**src/rtl/data_plane_rx_if.sv**
```systemverilog
// Link, node-id and GPP read-out signals of the data-plane receive stage.
// The master modport belongs to whoever drives the link and pops words. The slave modport belongs to the receiver.
interface data_plane_rx_if #(
    parameter int ADDR_W = 4
);
    logic [15:0]     node_id;
    logic [31:0]     data_rx_packet;
    logic            gpp_trf_rx;
    logic [15:0]     RAM_rx_data_out;
    logic [15:0]     rx_src_node;
    logic [ADDR_W:0] rx_count;
    logic            rx_empty;
    logic            data_rx_complete_flag;
    logic            rx_error_flag;
    logic            rx_overflow_flag;

    modport master (
        output node_id, data_rx_packet, gpp_trf_rx,
        input  RAM_rx_data_out, rx_src_node, rx_count, rx_empty,
               data_rx_complete_flag, rx_error_flag, rx_overflow_flag
    );

    modport slave (
        input  node_id, data_rx_packet, gpp_trf_rx,
        output RAM_rx_data_out, rx_src_node, rx_count, rx_empty,
               data_rx_complete_flag, rx_error_flag, rx_overflow_flag
    );
endinterface

```
**src/rtl/data_plane_rx.sv**
```systemverilog
// Receives header + FRAME_WORDS data beats and commits the frame atomically into a FWFT buffer. Flags appear one edge after the last beat.
// There is no link backpressure: a frame that does not fit is drained and reported with an overflow pulse.
module data_plane_rx #(
    parameter int ADDR_W      = 4,
    parameter int FRAME_WORDS = 4
) (
    input logic            clk,
    input logic            rst,
    data_plane_rx_if.slave bus
);
    localparam int DEPTH = 1 << ADDR_W;
    localparam logic [ADDR_W:0] FW    = (ADDR_W+1)'(FRAME_WORDS);
    localparam logic [ADDR_W:0] DEPTH_C = (ADDR_W+1)'(DEPTH);

    typedef enum logic {IDLE, RECV} state_t;

    state_t            state;
    logic [ADDR_W-1:0] wr_ptr, wr_ptr_spec, rd_ptr;
    logic [ADDR_W:0]   rx_count, count_next, beat_cnt;
    logic [15:0]       pend_src, src_node;
    logic              space_ok;
    logic              complete_q, error_q, overflow_q;
    logic [15:0]       mem [DEPTH];

    logic [15:0] dest, payload;
    logic        match, pop, last, commit;

    assign dest    = bus.data_rx_packet[31:16];
    assign payload = bus.data_rx_packet[15:0];
    assign match   = (dest == bus.node_id) && (bus.node_id != 16'd0);
    assign pop     = bus.gpp_trf_rx && (rx_count != '0);
    assign last    = (beat_cnt == FW - 1'b1);
    assign commit  = (state == RECV) && match && last && space_ok;

    always_comb begin
        count_next = rx_count;
        if (commit) count_next = count_next + FW;
        if (pop)    count_next = count_next - 1'b1;
    end

    always_ff @(posedge clk) begin
        if (!rst) begin
            state       <= IDLE;
            wr_ptr      <= '0;
            wr_ptr_spec <= '0;
            rd_ptr      <= '0;
            rx_count    <= '0;
            beat_cnt    <= '0;
            pend_src    <= '0;
            src_node    <= '0;
            space_ok    <= 1'b0;
            complete_q  <= 1'b0;
            error_q     <= 1'b0;
            overflow_q  <= 1'b0;
        end else begin
            complete_q <= 1'b0;
            error_q    <= 1'b0;
            overflow_q <= 1'b0;
            rx_count   <= count_next;
            if (pop) rd_ptr <= rd_ptr + 1'b1;
            case (state)
                IDLE: begin
                    if (match) begin
                        pend_src <= payload;
                        beat_cnt <= '0;
                        // Free space is judged on the count before any same-edge pop.
                        space_ok <= (DEPTH_C - rx_count) >= FW;
                        state    <= RECV;
                    end
                end
                RECV: begin
                    if (match) begin
                        if (space_ok) wr_ptr_spec <= wr_ptr_spec + 1'b1;
                        beat_cnt <= beat_cnt + 1'b1;
                        if (last) begin
                            if (space_ok) begin
                                wr_ptr     <= wr_ptr_spec + 1'b1;
                                src_node   <= pend_src;
                                complete_q <= 1'b1;
                            end else begin
                                overflow_q <= 1'b1;
                            end
                            state <= IDLE;
                        end
                    end else begin
                        wr_ptr_spec <= wr_ptr;
                        error_q     <= 1'b1;
                        state       <= IDLE;
                    end
                end
                default: state <= IDLE;
            endcase
        end
    end

    // Speculative writes only ever land in free slots, so unread words stay intact.
    always_ff @(posedge clk) begin
        if (rst && (state == RECV) && match && space_ok)
            mem[wr_ptr_spec] <= payload;
    end

    assign bus.RAM_rx_data_out       = (rx_count == '0) ? 16'd0 : mem[rd_ptr];
    assign bus.rx_src_node           = src_node;
    assign bus.rx_count              = rx_count;
    assign bus.rx_empty              = (rx_count == '0);
    assign bus.data_rx_complete_flag = complete_q;
    assign bus.rx_error_flag         = error_q;
    assign bus.rx_overflow_flag      = overflow_q;
endmodule

```
**src/flat_wrapper.sv**
```systemverilog
// flat-port wrapper written by rule: the top's interface ports become plain ports
module data_plane_rx_flat 
#(
    parameter int ADDR_W      = 4,
    parameter int FRAME_WORDS = 4
)
  (clk, rst, bus_node_id, bus_data_rx_packet, bus_gpp_trf_rx, bus_RAM_rx_data_out, bus_rx_src_node, bus_rx_count, bus_rx_empty, bus_data_rx_complete_flag, bus_rx_error_flag, bus_rx_overflow_flag);
  data_plane_rx_if #(.ADDR_W(ADDR_W)) bus_i ();
  input logic clk;
  input logic rst;
  input wire logic [$bits(bus_i.node_id)-1:0] bus_node_id;
  input wire logic [$bits(bus_i.data_rx_packet)-1:0] bus_data_rx_packet;
  input wire logic [$bits(bus_i.gpp_trf_rx)-1:0] bus_gpp_trf_rx;
  output wire logic [$bits(bus_i.RAM_rx_data_out)-1:0] bus_RAM_rx_data_out;
  output wire logic [$bits(bus_i.rx_src_node)-1:0] bus_rx_src_node;
  output wire logic [$bits(bus_i.rx_count)-1:0] bus_rx_count;
  output wire logic [$bits(bus_i.rx_empty)-1:0] bus_rx_empty;
  output wire logic [$bits(bus_i.data_rx_complete_flag)-1:0] bus_data_rx_complete_flag;
  output wire logic [$bits(bus_i.rx_error_flag)-1:0] bus_rx_error_flag;
  output wire logic [$bits(bus_i.rx_overflow_flag)-1:0] bus_rx_overflow_flag;
  assign bus_i.node_id = bus_node_id;
  assign bus_i.data_rx_packet = bus_data_rx_packet;
  assign bus_i.gpp_trf_rx = bus_gpp_trf_rx;
  assign bus_RAM_rx_data_out = bus_i.RAM_rx_data_out;
  assign bus_rx_src_node = bus_i.rx_src_node;
  assign bus_rx_count = bus_i.rx_count;
  assign bus_rx_empty = bus_i.rx_empty;
  assign bus_data_rx_complete_flag = bus_i.data_rx_complete_flag;
  assign bus_rx_error_flag = bus_i.rx_error_flag;
  assign bus_rx_overflow_flag = bus_i.rx_overflow_flag;
  data_plane_rx #(.ADDR_W(ADDR_W), .FRAME_WORDS(FRAME_WORDS)) u_core (.clk(clk), .rst(rst), .bus(bus_i));
endmodule
```
**config.mk**
```make
export PLATFORM = sky130hd
export DESIGN_NAME = data_plane_rx_flat
export DESIGN_NICKNAME = d
export VERILOG_FILES = /design/src/rtl/data_plane_rx_if.sv /design/src/rtl/data_plane_rx.sv /design/src/flat_wrapper.sv
export SDC_FILE = /design/constraint.sdc
export NUM_CORES = 1
export LEC_CHECK = 0
export ABC_AREA = 1
export BUFFER_PORTS_ARGS = -buffer_cell sky130_fd_sc_hd__buf_2
export CORE_MARGIN = 2
export CORE_UTILIZATION = 35
export DETAILED_ROUTE_END_ITERATION = 7
export PLACE_DENSITY = 0.57
export SLEW_MARGIN = 15
export SYNTH_ARGS = -nofsm -noshare
export SYNTH_HDL_FRONTEND = slang
export SYNTH_SLANG_ARGS = --single-unit
export TNS_END_PERCENT = 20
```
**constraint.sdc**
```tcl
create_clock -name clk -period 2.6 [get_ports clk]
set_input_delay 0.26 -clock clk [delete_from_list [all_inputs] [get_ports clk]]
set_output_delay 0.26 -clock clk [all_outputs]
set_load 0.005 [all_outputs]
```
==> reports/qor.csv, run 1 <==
metric,value,unit
fillerInstances,3411,
htreeDepth,2,
cp-start-kind,register,
ys_seq_area_share,69.8,%
drt-total-wl,30700,µm
antenna_found_initial,0,
dieWidth,195,µm
cts_buffers,36,
cts_setup_buffers,0,
cts_sinks,319,
drc,0,
p_leak,5.28,nW
rsz0062_at_grt,true,
path_cells,buf_16 -> o21ai_0 -> o221ai_1 -> o211ai_1 -> a21oi_2 -> buf_2,
period_share,97.2,%
globalplace.congestion,0.788,
max-vdd-ir-drop,420,µV
drive_gt1_share,18.0,%
cts.path.max_buffers,3,
wl_met1,14200,µm
power_per_cell_area,874,mW/mm²
placed_area,0.0142,mm²
die_h,195,µm
cts_hold_buf,0,
cp_max_fo,96,
postSynthCellCount,1089,
vias_per_cell,5.13,
wl_met2,13900,µm
worstReg2RegStart,u_core.bus.rx_count[2],
cts_resized,0,
rrSetupSlack,0.47,ns
fmax,0.396,GHz
drt_pass1_iterations,5,
period_needed,2.53,ns
routedWlPerCell,18.2,µm
hold_viol,0,
cts_tree,yes,
outcome,"complete, no violations",
root_buffer,clkbuf_16,
ys_seq_elements,319,
clk_latency,0.52,ns
grt_remaining_overflow,0,
grt_max_degree,97,
initial_core_util,35.3,%
slew_headroom,50.9,%
synth_area,0.0128,mm²
initialDrtViolationCount,628,
crit_required,2.34,ns
port-buffer-count,91,
crit_arrival,2.27,ns
diodes,0,
multi_input_area,0.00346,mm²
hpwl,19300,µm
highest_layer,met4,
finClkSkew,0.0152,ns
yosysUniqueCellTypes,37,
coreArea,0.0363,mm²
slew_violations,0,
final_cell_area,0.0153,mm²
synthesis.nets,1151,
rows,70,
syn2layout_area_growth,19.6,%
finish.net_count,1252,
hp-class,in2reg,
grt_pass1_wl,48400,µm
route.met3.wl,2070,µm
end_kind,output pin,
crit_type,reg2out,
drv_cap,0,
ant_nets,0,
ys_warn_count,0,
max_stage_delay,0.40,ns
regArea,0.00895,mm²
hold_start,rst,
io_pins,92,
tightest_slew,0.736,ns
clk_pin_slew,0.06,ns
slowest_stage,dfxtp_4,
track_usage,16.2,%
setup_viol,0,
finalPower,0.0134,W
grt_pass1_vias,8530,
die_area,0.0382,mm²
vias,8639,
syn_avg_cell_area,11.8,µm²
[critical path: cells and delay by family, from the launching register on]
| kind | cells | cell delay (ns) |
|---|---|---|
| DFF | 1 | 0.40 |
| AOI/OAI and AO/OA | 4 | 0.83 |
| buffers and inverters | 2 | 0.46 |
[metal layers]
| layer | vias up | track usage (%) |
|---|---|---|
| li1 | 4167 | - |
| met1 | 4150 | 22.7 |
| met2 | 277 | 25.8 |
| met3 | 45 | 3.11 |
| met4 | 0 | 4.16 |
| met5 | - | 0 |
[report_power, final]
part	internal (W)	total (W)	switching [W]
clock network	0.00278	0.00474	0.00196
registers	0.00557	0.00565	0.0000805
logic	0.00106	0.00301	0.00195
total	0.00941	0.0134	0.00399
[metrics by stage]
step                util (%)  TNS (ns)  hold WS, ns  setup slack [ns]  cells
floorplan                  -         0        0.359             0.223   1089
CTS                     42.0         0        0.114           0.00250   1683
finish                  42.2         0        0.129            0.0723   1683
global route            42.2   -0.0608        0.142           -0.0368   1683
global placement        39.0         0        0.432             0.291   1620
detailed placement      39.0         0        0.445             0.259   1620
[cells by family after synthesis]
kind of cell / Yosys count / share of synthesized area [%]
compound gates: 315 / 14.6
buf+inv: 124 / 3.82
fa+ha+maj: 11 / 1.07
flops: 319 / 69.8
xor+xnor: 13 / 0.888
simple gates: 307 / 9.82
[flip-flops by register name, indices dropped and copies added (netlist names), 4 cells and up, named ones only]
name                    cells
u_core.beat_cnt             5
u_core.wr_ptr               4
u_core.rd_ptr               4
u_core.pend_src            16
u_core.mem                256
u_core.bus.rx_count         5
u_core.bus.rx_src_node     16
u_core.wr_ptr_spec          4
[path summary, 6_finish.rpt]
kind | depth (start not counted) | to
worst max-delay path | 6 | bus_RAM_rx_data_out[1]
worst min register to register | 2 | u_core.wr_ptr[2]
worst min-delay path | 3 | u_core.bus.data_rx_complete_flag
worst max register to register | 13 | u_core.bus.rx_count[4]
[Yosys cell counts, drive strengths merged]
library cell	n	share of area [%]
nor2	200	6.1
clkinv	1	0.029
ha	11	1.1
nand2	70	2.2
a31oi	1	0.049
a211oi	18	1.1
a21oi	49	1.9
o21bai	1	0.059
o22ai	21	1.0
clkbuf	48	1.4
xnor2	11	0.75
o31ai	1	0.059
o21a	2	0.12
o211ai	21	1.2
buf	18	0.71
nand3	23	0.94
o221ai	43	2.9
xor2	2	0.14
edfxtp	256	60
nor3	5	0.20
inv	57	1.7
dfxtp	63	9.8
and3	2	0.098
nand4	6	0.29
or2	1	0.049
o21ai	158	6.2
[cell type report]
| class | instances | area share, % |
|---|---|---|
| Multi-Input combinational cell | 646 | 22.6 |
| Tap cell | 468 | 3.82 |
| Timing Repair Buffer | 129 | 6.58 |
| Inverter | 58 | 1.48 |
| Sequential cell | 319 | 58.4 |
| Clock inverter | 11 | 0.645 |
| Clock buffer | 52 | 6.53 |
[layout by cell type, fill, tap and decap left out, types with 12 or more instances in the layout]
master,count
o211ai_1,21
buf_2,91
clkbuf_1,12
o21ai_0,149
nor2_1,181
inv_1,53
nand2_1,65
o22ai_1,21
a211oi_1,18
buf_12,18
dfxtp_1,60
a21oi_1,44
buf_4,17
o221ai_1,41
nand3_1,21
clkbuf_16,36
edfxtp_1,256
nor2_2,17
(Power assumes the default switching activity.)
==> run 2: changes to the inputs <==
Settings changed: ABC_AREA 1 to default, CORE_ASPECT_RATIO from default to 2.
==> run 2 against run 1 <==
The flow now finishes with violations (negative setup slack). Via count is 22% lower. Critical path depth did not move. Sequential cell count stayed put. Fmax is 10% lower. Clock power down 14%. Largest power group unchanged.
==> reports/qor.csv, run 2 <==
metric,value,unit,change
finish.net_count,909,,-27%
synth_top_area_cell,edfxtp_1,,
initial_core_util,35.5,%,+0.18 points
cts_hold_buf,0,,unchanged
drive_gt1_share,32.4,%,+14 points
cp-start-kind,register,,
path_common_cell,mux4_2,,
crit_end,bus_RAM_rx_data_out[15],,
ys_top_cells_by_count,"edfxtp_1, mux4_2, dfxtp_1",,
drt_pass1_iterations,4,,-1
slowest_stage,mux4_2,,
root_buffer,clkbuf_16,,
path_depth,6,,unchanged
end_kind,output pin,,
final_cell_mix,"edfxtp_1, buf_2, mux4_2",,
grt_pass1_wl,43800,µm,-9.5%
whs,0.125,ns,-0.00383 ns
drt-total-wl,28800,µm,-6.2%
p_leak,4.91,nW,-7.1%
diodes,0,,unchanged
yosysUniqueCellTypes,41,,+11%
yosysTopAreaCellShare,60.6,%,+0.60 points
coreArea,0.0358,mm²,-1.5%
tightest_slew,0.535,ns,-0.201 ns
async_flop_share,0,%,unchanged
die_h,273,µm,+40%
syn2layout_area_growth,19.7,%,
drv_cap,0,,unchanged
max_stage_delay,0.55,ns,+0.15 ns
violations,negative setup slack,,
cts_buffers,26,,-28%
globalplace.congestion,0.757,,-3.9%
htreeDepth,1,,-1
postSynthCellCount,722,,-34%
synth_area,0.0127,mm²,-1.0%
hold_viol,0,,unchanged
max-vdd-ir-drop,653,µV,+56%
worstReg2RegStart,u_core.beat_cnt[0],,
setup_viol,16,,+16
reg2regPathDepth,9,,-4
die_area,0.0379,mm²,-0.73%
grt_max_degree,42,,-57%
worstReg2RegEnd,u_core.bus.rx_count[3],,
clk_latency,0.54,ns,+0.02 ns
slew_headroom,64.3,%,+13 points
period_needed,2.82,ns,+0.294 ns
synthesis.nets,784,,-32%
finalPower,0.0128,W,-4.8%
fillerInstances,3202,,-6.1%
placedCellCount,1262,,-22%
drc,0,,unchanged
finClkSkew,0.00985,ns,-0.00532 ns
hp-class,in2reg,,
regArea,0.00895,mm²,about the same
dieWidth,139,µm,-29%
vias_per_cell,5.11,,-0.49%
power_per_cell_area,840,mW/mm²,-3.9%
crit_arrival,2.56,ns,+0.29 ns
routedWlPerCell,21.9,µm,+20%
initialDrtViolationCount,377,,-40%
rows,98,,+40%
fmax,0.354,GHz,-10%
cp_top_family,multiplexers,,
antenna_found_initial,0,,unchanged
crit_buf_inv,3,,+1
pre_cts_slack,0.0902,ns,-0.168 ns
cp_max_fo,6,,-94%
rrSetupSlack,0.27,ns,-0.20 ns
outcome,"finished, violations left",,
final_cell_area,0.0152,mm²,-0.89%
fin_cells,1317,,-22%
port-buffer-count,91,,unchanged
ys.flop_type,edfxtp_1,,
ys_warn_count,0,,unchanged
cts_tree,yes,,
clk_pin_slew,0.07,ns,about the same
synth_area_leaders,"edfxtp_1, mux4_2, dfxtp_1",,
io_pins,92,,unchanged
ys_seq_area_share,70.5,%,+0.70 points
placed_area,0.0141,mm²,-0.34%
ys_seq_elements,319,,unchanged
cts.path.max_buffers,3,,unchanged
cts_sinks,319,,unchanged
hpwl,19700,µm,+1.9%
slew_violations,0,,unchanged
synth_edf_count,256,,unchanged
largest_register_ffs,256,,unchanged
multi_input_area,0.00358,mm²,+3.5%
setup_slack,-0.222,ns,-0.294 ns
track_usage,15.3,%,-0.87 points
ant_nets,0,,unchanged
rsz0062_at_grt,true,,
path_cells,buf_12 -> buf_16 -> mux4_2 -> mux4_2 -> nor2b_1 -> buf_2,,
synth_most_common_cell,edfxtp_1,,
period_share,109,%,+11 points
crit_required,2.34,ns,about the same
grt_pass1_vias,7228,,-15%
vias,6727,,-22%
syn_avg_cell_area,17.6,µm²,+49%
regMostFlops,u_core.mem,,
mostFrequentLayoutCell,edfxtp_1,,
crit_type,reg2out,,
grt_remaining_overflow,0,,unchanged
-- run 2: changes by cell type after synthesis, sizes merged, moves of 27 or more --
cell	change
clkbuf	-27
o21ai	-150
inv	-48
nor2	-157
mux4	+80
o221ai	-43
-- run 2: layout make-up --
cell class,instances,share of cell area (%)
tap,450,3.70
clock buffer,36,4.94
timing repair buffer,136,7.74
sequential,319,58.9
clock inverter,12,0.938
inverter,9,0.222
multi-input combinational,355,23.6
-- run 2: how the worst min path moves through the flow --
stage                                startpoint                 end  slack (ns)  cells past startpoint
after detailed placement       u_core.wr_ptr[3]    u_core.wr_ptr[3]        0.44                      2
after global routing      bus_data_rx_packet[1]   u_core.mem[14][1]        0.14                      1
after floorplan           bus_data_rx_packet[0]    u_core.mem[0][0]        0.36                      0
after CTS                                   rst    u_core.wr_ptr[3]        0.11                      3
after global placement         u_core.wr_ptr[3]    u_core.wr_ptr[3]        0.44                      2
final                                       rst  u_core.beat_cnt[0]        0.13                      3
-- run 2: cell families after synthesis --
logic type	synth area share, %
compound gates	2.35
xor+xnor	1.86
mux	15.5
flops	70.5
simple gates	6.96
buf+inv	1.72
fa+ha+maj	1.08
-- run 2: repair_timing --
| action | CTS | global route |
|---|---|---|
| setup buffers | 3 | 0 |
| gates resized for setup | 5 | 3 |
| cloned | 3 | 1 |
| endpoints found under the setup margin | 16 | 16 |
-- run 2: worst reg2reg max path, delay by kind of cell (launching register included) --
kind                       cells  cell delay [ns]
AOI/OAI and AO/OA              1             0.19
adders and majority gates      1             0.22
buffers and inverters          2             0.43
DFF                            1             0.39
and+or+nand+nor                5             1.03
-- run 2: per-stage QoR --
stage | setup TNS [ns] | utilization (%)
3_5_place_dp | 0 | 39.5
5_1_grt | -4.36 | 42.5
6_report | -2.99 | 42.5
4_1_cts | -3.77 | 42.3
2_1_floorplan | -35.54 | -
3_3_place_gp | 0 | 39.5
-- run 2: metal layers --
layer / track usage (%) / part of all wire (%)
met5: 0 / 0
met4: 4.49 / 2.2
met3: 1.40 / 3.1
met2: 31.7 / 60
met1: 16.0 / 35
-- run 2: report_power, final --
part,leakage [nW],switching (W),internal (W)
Clock,0.442,0.00175,0.00233
Combinational,1.66,0.00141,0.00161
Sequential,2.81,0.0000892,0.00557
Total,4.91,0.00325,0.00951
==> run 3: changes to the inputs <==
Settings changed: CTS_BUF_LIST from default to sky130_fd_sc_hd__clkbuf_8, SKIP_CTS_REPAIR_TIMING from default to 1.
==> run 3 against run 2 <==
The run still ends with negative setup slack left. Routed wire length rose by 2.7%. Cell count rose by 2.4%. Clock skew rose by 0.0092 ns. First-iteration DRC count rose by 5.8%. Sequential share of layout area rose by 0.11 points. Highest routed layer unchanged. Largest cell class unchanged.
==> reports/qor.csv, run 3 (synthesized netlist as in run 2, its figures left out) <==
metric,value,unit,change
outcome,"finished, violations left",,
violations,negative setup slack,,
drt_pass1_iterations,4,,unchanged
post-route-util,42.4,%,-0.080 points
rows,98,,unchanged
slowest_stage,mux4_2,,
setup_viol,16,,unchanged
crit_end,bus_RAM_rx_data_out[0],,
fmax,0.354,GHz,-0.13%
die_h,273,µm,unchanged
grt_max_degree,42,,unchanged
crit_type,reg2out,,
path_depth,6,,unchanged
power_per_cell_area,820,mW/mm²,-2.3%
drv_cap,0,,unchanged
grt_pass1_vias,7432,,+2.8%
die_area,0.0379,mm²,unchanged
clk_latency,0.57,ns,+0.03 ns
cts_buffers,41,,+58%
path_common_cell,mux4_2,,
cp_max_fo,6,,unchanged
slew_violations,0,,unchanged
mostFrequentLayoutCell,edfxtp_1,,
cts.path.max_buffers,3,,unchanged
crit_arrival,2.57,ns,about the same
hp-class,in2reg,,
grt_remaining_overflow,0,,unchanged
clk_pin_slew,0.07,ns,about the same
port-buffer-count,91,,unchanged
cts_tree,yes,,
drt-total-wl,29600,µm,+2.7%
p_leak,4.95,nW,+0.95%
htreeDepth,2,,+1
largest_register_ffs,256,,unchanged
ant_nets,0,,unchanged
initial_core_util,35.5,%,unchanged
end_kind,output pin,,
cp_top_family,multiplexers,,
regMostFlops,u_core.mem,,
max-vdd-ir-drop,581,µV,-11%
placed_area,0.0141,mm²,unchanged
drive_gt1_share,33.6,%,+1.1 points
coreArea,0.0358,mm²,unchanged
period_needed,2.83,ns,+0.00376 ns
worstReg2RegEnd,u_core.bus.rx_count[3],,
globalplace.congestion,0.757,,unchanged
cp-start-kind,register,,
finalPower,0.0124,W,-2.5%
path_cells,buf_4 -> buf_16 -> mux4_2 -> mux4_2 -> nor2b_1 -> buf_2,,
hpwl,19700,µm,unchanged
vias_per_cell,5.09,,-0.41%
slew_headroom,64.3,%,about the same
tightest_slew,0.535,ns,-0.000146 ns
max_stage_delay,0.56,ns,about the same
syn2layout_area_growth,19.5,%,
crit_required,2.34,ns,about the same
finish.net_count,929,,+2.2%
finClkSkew,0.0191,ns,+0.00924 ns
initialDrtViolationCount,399,,+5.8%
period_share,109,%,+0.14 points
final_cell_area,0.0152,mm²,-0.19%
antenna_found_initial,1,,+1
cts_sinks,319,,unchanged
io_pins,92,,unchanged
rsz0062_at_grt,true,,
worstReg2RegStart,u_core.beat_cnt[0],,
hold_viol,0,,unchanged
rrSetupSlack,0.26,ns,about the same
dieWidth,139,µm,unchanged
routedWlPerCell,21.9,µm,+0.37%
final_cell_mix,"edfxtp_1, buf_2, mux4_2",,
reg2regPathDepth,9,,unchanged
fillerInstances,3240,,+1.2%
root_buffer,clkbuf_8,,
vias,6857,,+1.9%
drc,0,,unchanged
grt_pass1_wl,43700,µm,-0.19%
track_usage,15.2,%,-0.045 points
crit_buf_inv,3,,unchanged
setup_slack,-0.225,ns,-0.00376 ns
## run 3: worst min-delay path by stage
| stage | from | end | slack (ns) | cells after the start |
|---|---|---|---|---|
| after global placement | u_core.wr_ptr[3] | u_core.wr_ptr[3] | 0.44 | 2 |
| final | bus_data_rx_packet[1] | u_core.mem[4][1] | 0.10 | 1 |
| after detailed placement | u_core.wr_ptr[3] | u_core.wr_ptr[3] | 0.44 | 2 |
| after floorplan | bus_data_rx_packet[0] | u_core.mem[0][0] | 0.36 | 0 |
| after CTS | bus_data_rx_packet[1] | u_core.mem[4][1] | 0.07 | 1 |
| after global routing | bus_data_rx_packet[1] | u_core.mem[12][1] | 0.09 | 1 |
## run 3: worst register-to-register path: cells and delay by family (launching register included)
| kind | cells | cell delay, ns |
|---|---|---|
| buf+inv | 2 | 0.43 |
| compound gates | 1 | 0.20 |
| flops | 1 | 0.38 |
| simple gates | 5 | 1.03 |
| fa+ha+maj | 1 | 0.22 |
## run 3: final cells by class
cell class | instances | area [µm²] | share of cell area (%)
Tap cell | 450 | 563 | 3.71
Clock buffer | 44 | 606 | 3.99
Sequential cell | 319 | 8950 | 59.0
Timing Repair Buffer | 141 | 1210 | 8.01
Multi-Input combinational cell | 355 | 3570 | 23.5
Antenna cell | 1 | 2.50 | 0.0165
Inverter | 9 | 33.8 | 0.223
Clock inverter | 29 | 225 | 1.48
## run 3: routing by layer
layer,track usage (%),vias up,routed length (µm)
li1,-,3120,-
met4,6.03,0,811
met3,1.63,53,969
met2,31.4,172,17700
met1,15.3,3512,10100
met5,0,-,0
## run 3: metrics by stage
stage | instances | hold WS, ns | setup slack (ns) | setup TNS, ns
after detailed placement | 1262 | 0.440 | 0.0902 | 0
after CTS | 1335 | 0.0737 | -0.301 | -4.18
after global placement | 1262 | 0.436 | 0.119 | 0
final | 1348 | 0.102 | -0.225 | -3.26
after floorplan | 722 | 0.359 | -0.256 | -35.54
after global routing | 1348 | 0.0926 | -0.309 | -4.61
## run 3: power breakdown
group          internal, W  total [W]  leakage [nW]  switching [W]
logic              0.00162    0.00306          1.68        0.00144
registers          0.00557    0.00565          2.81      0.0000760
clock network      0.00189    0.00373         0.465        0.00184
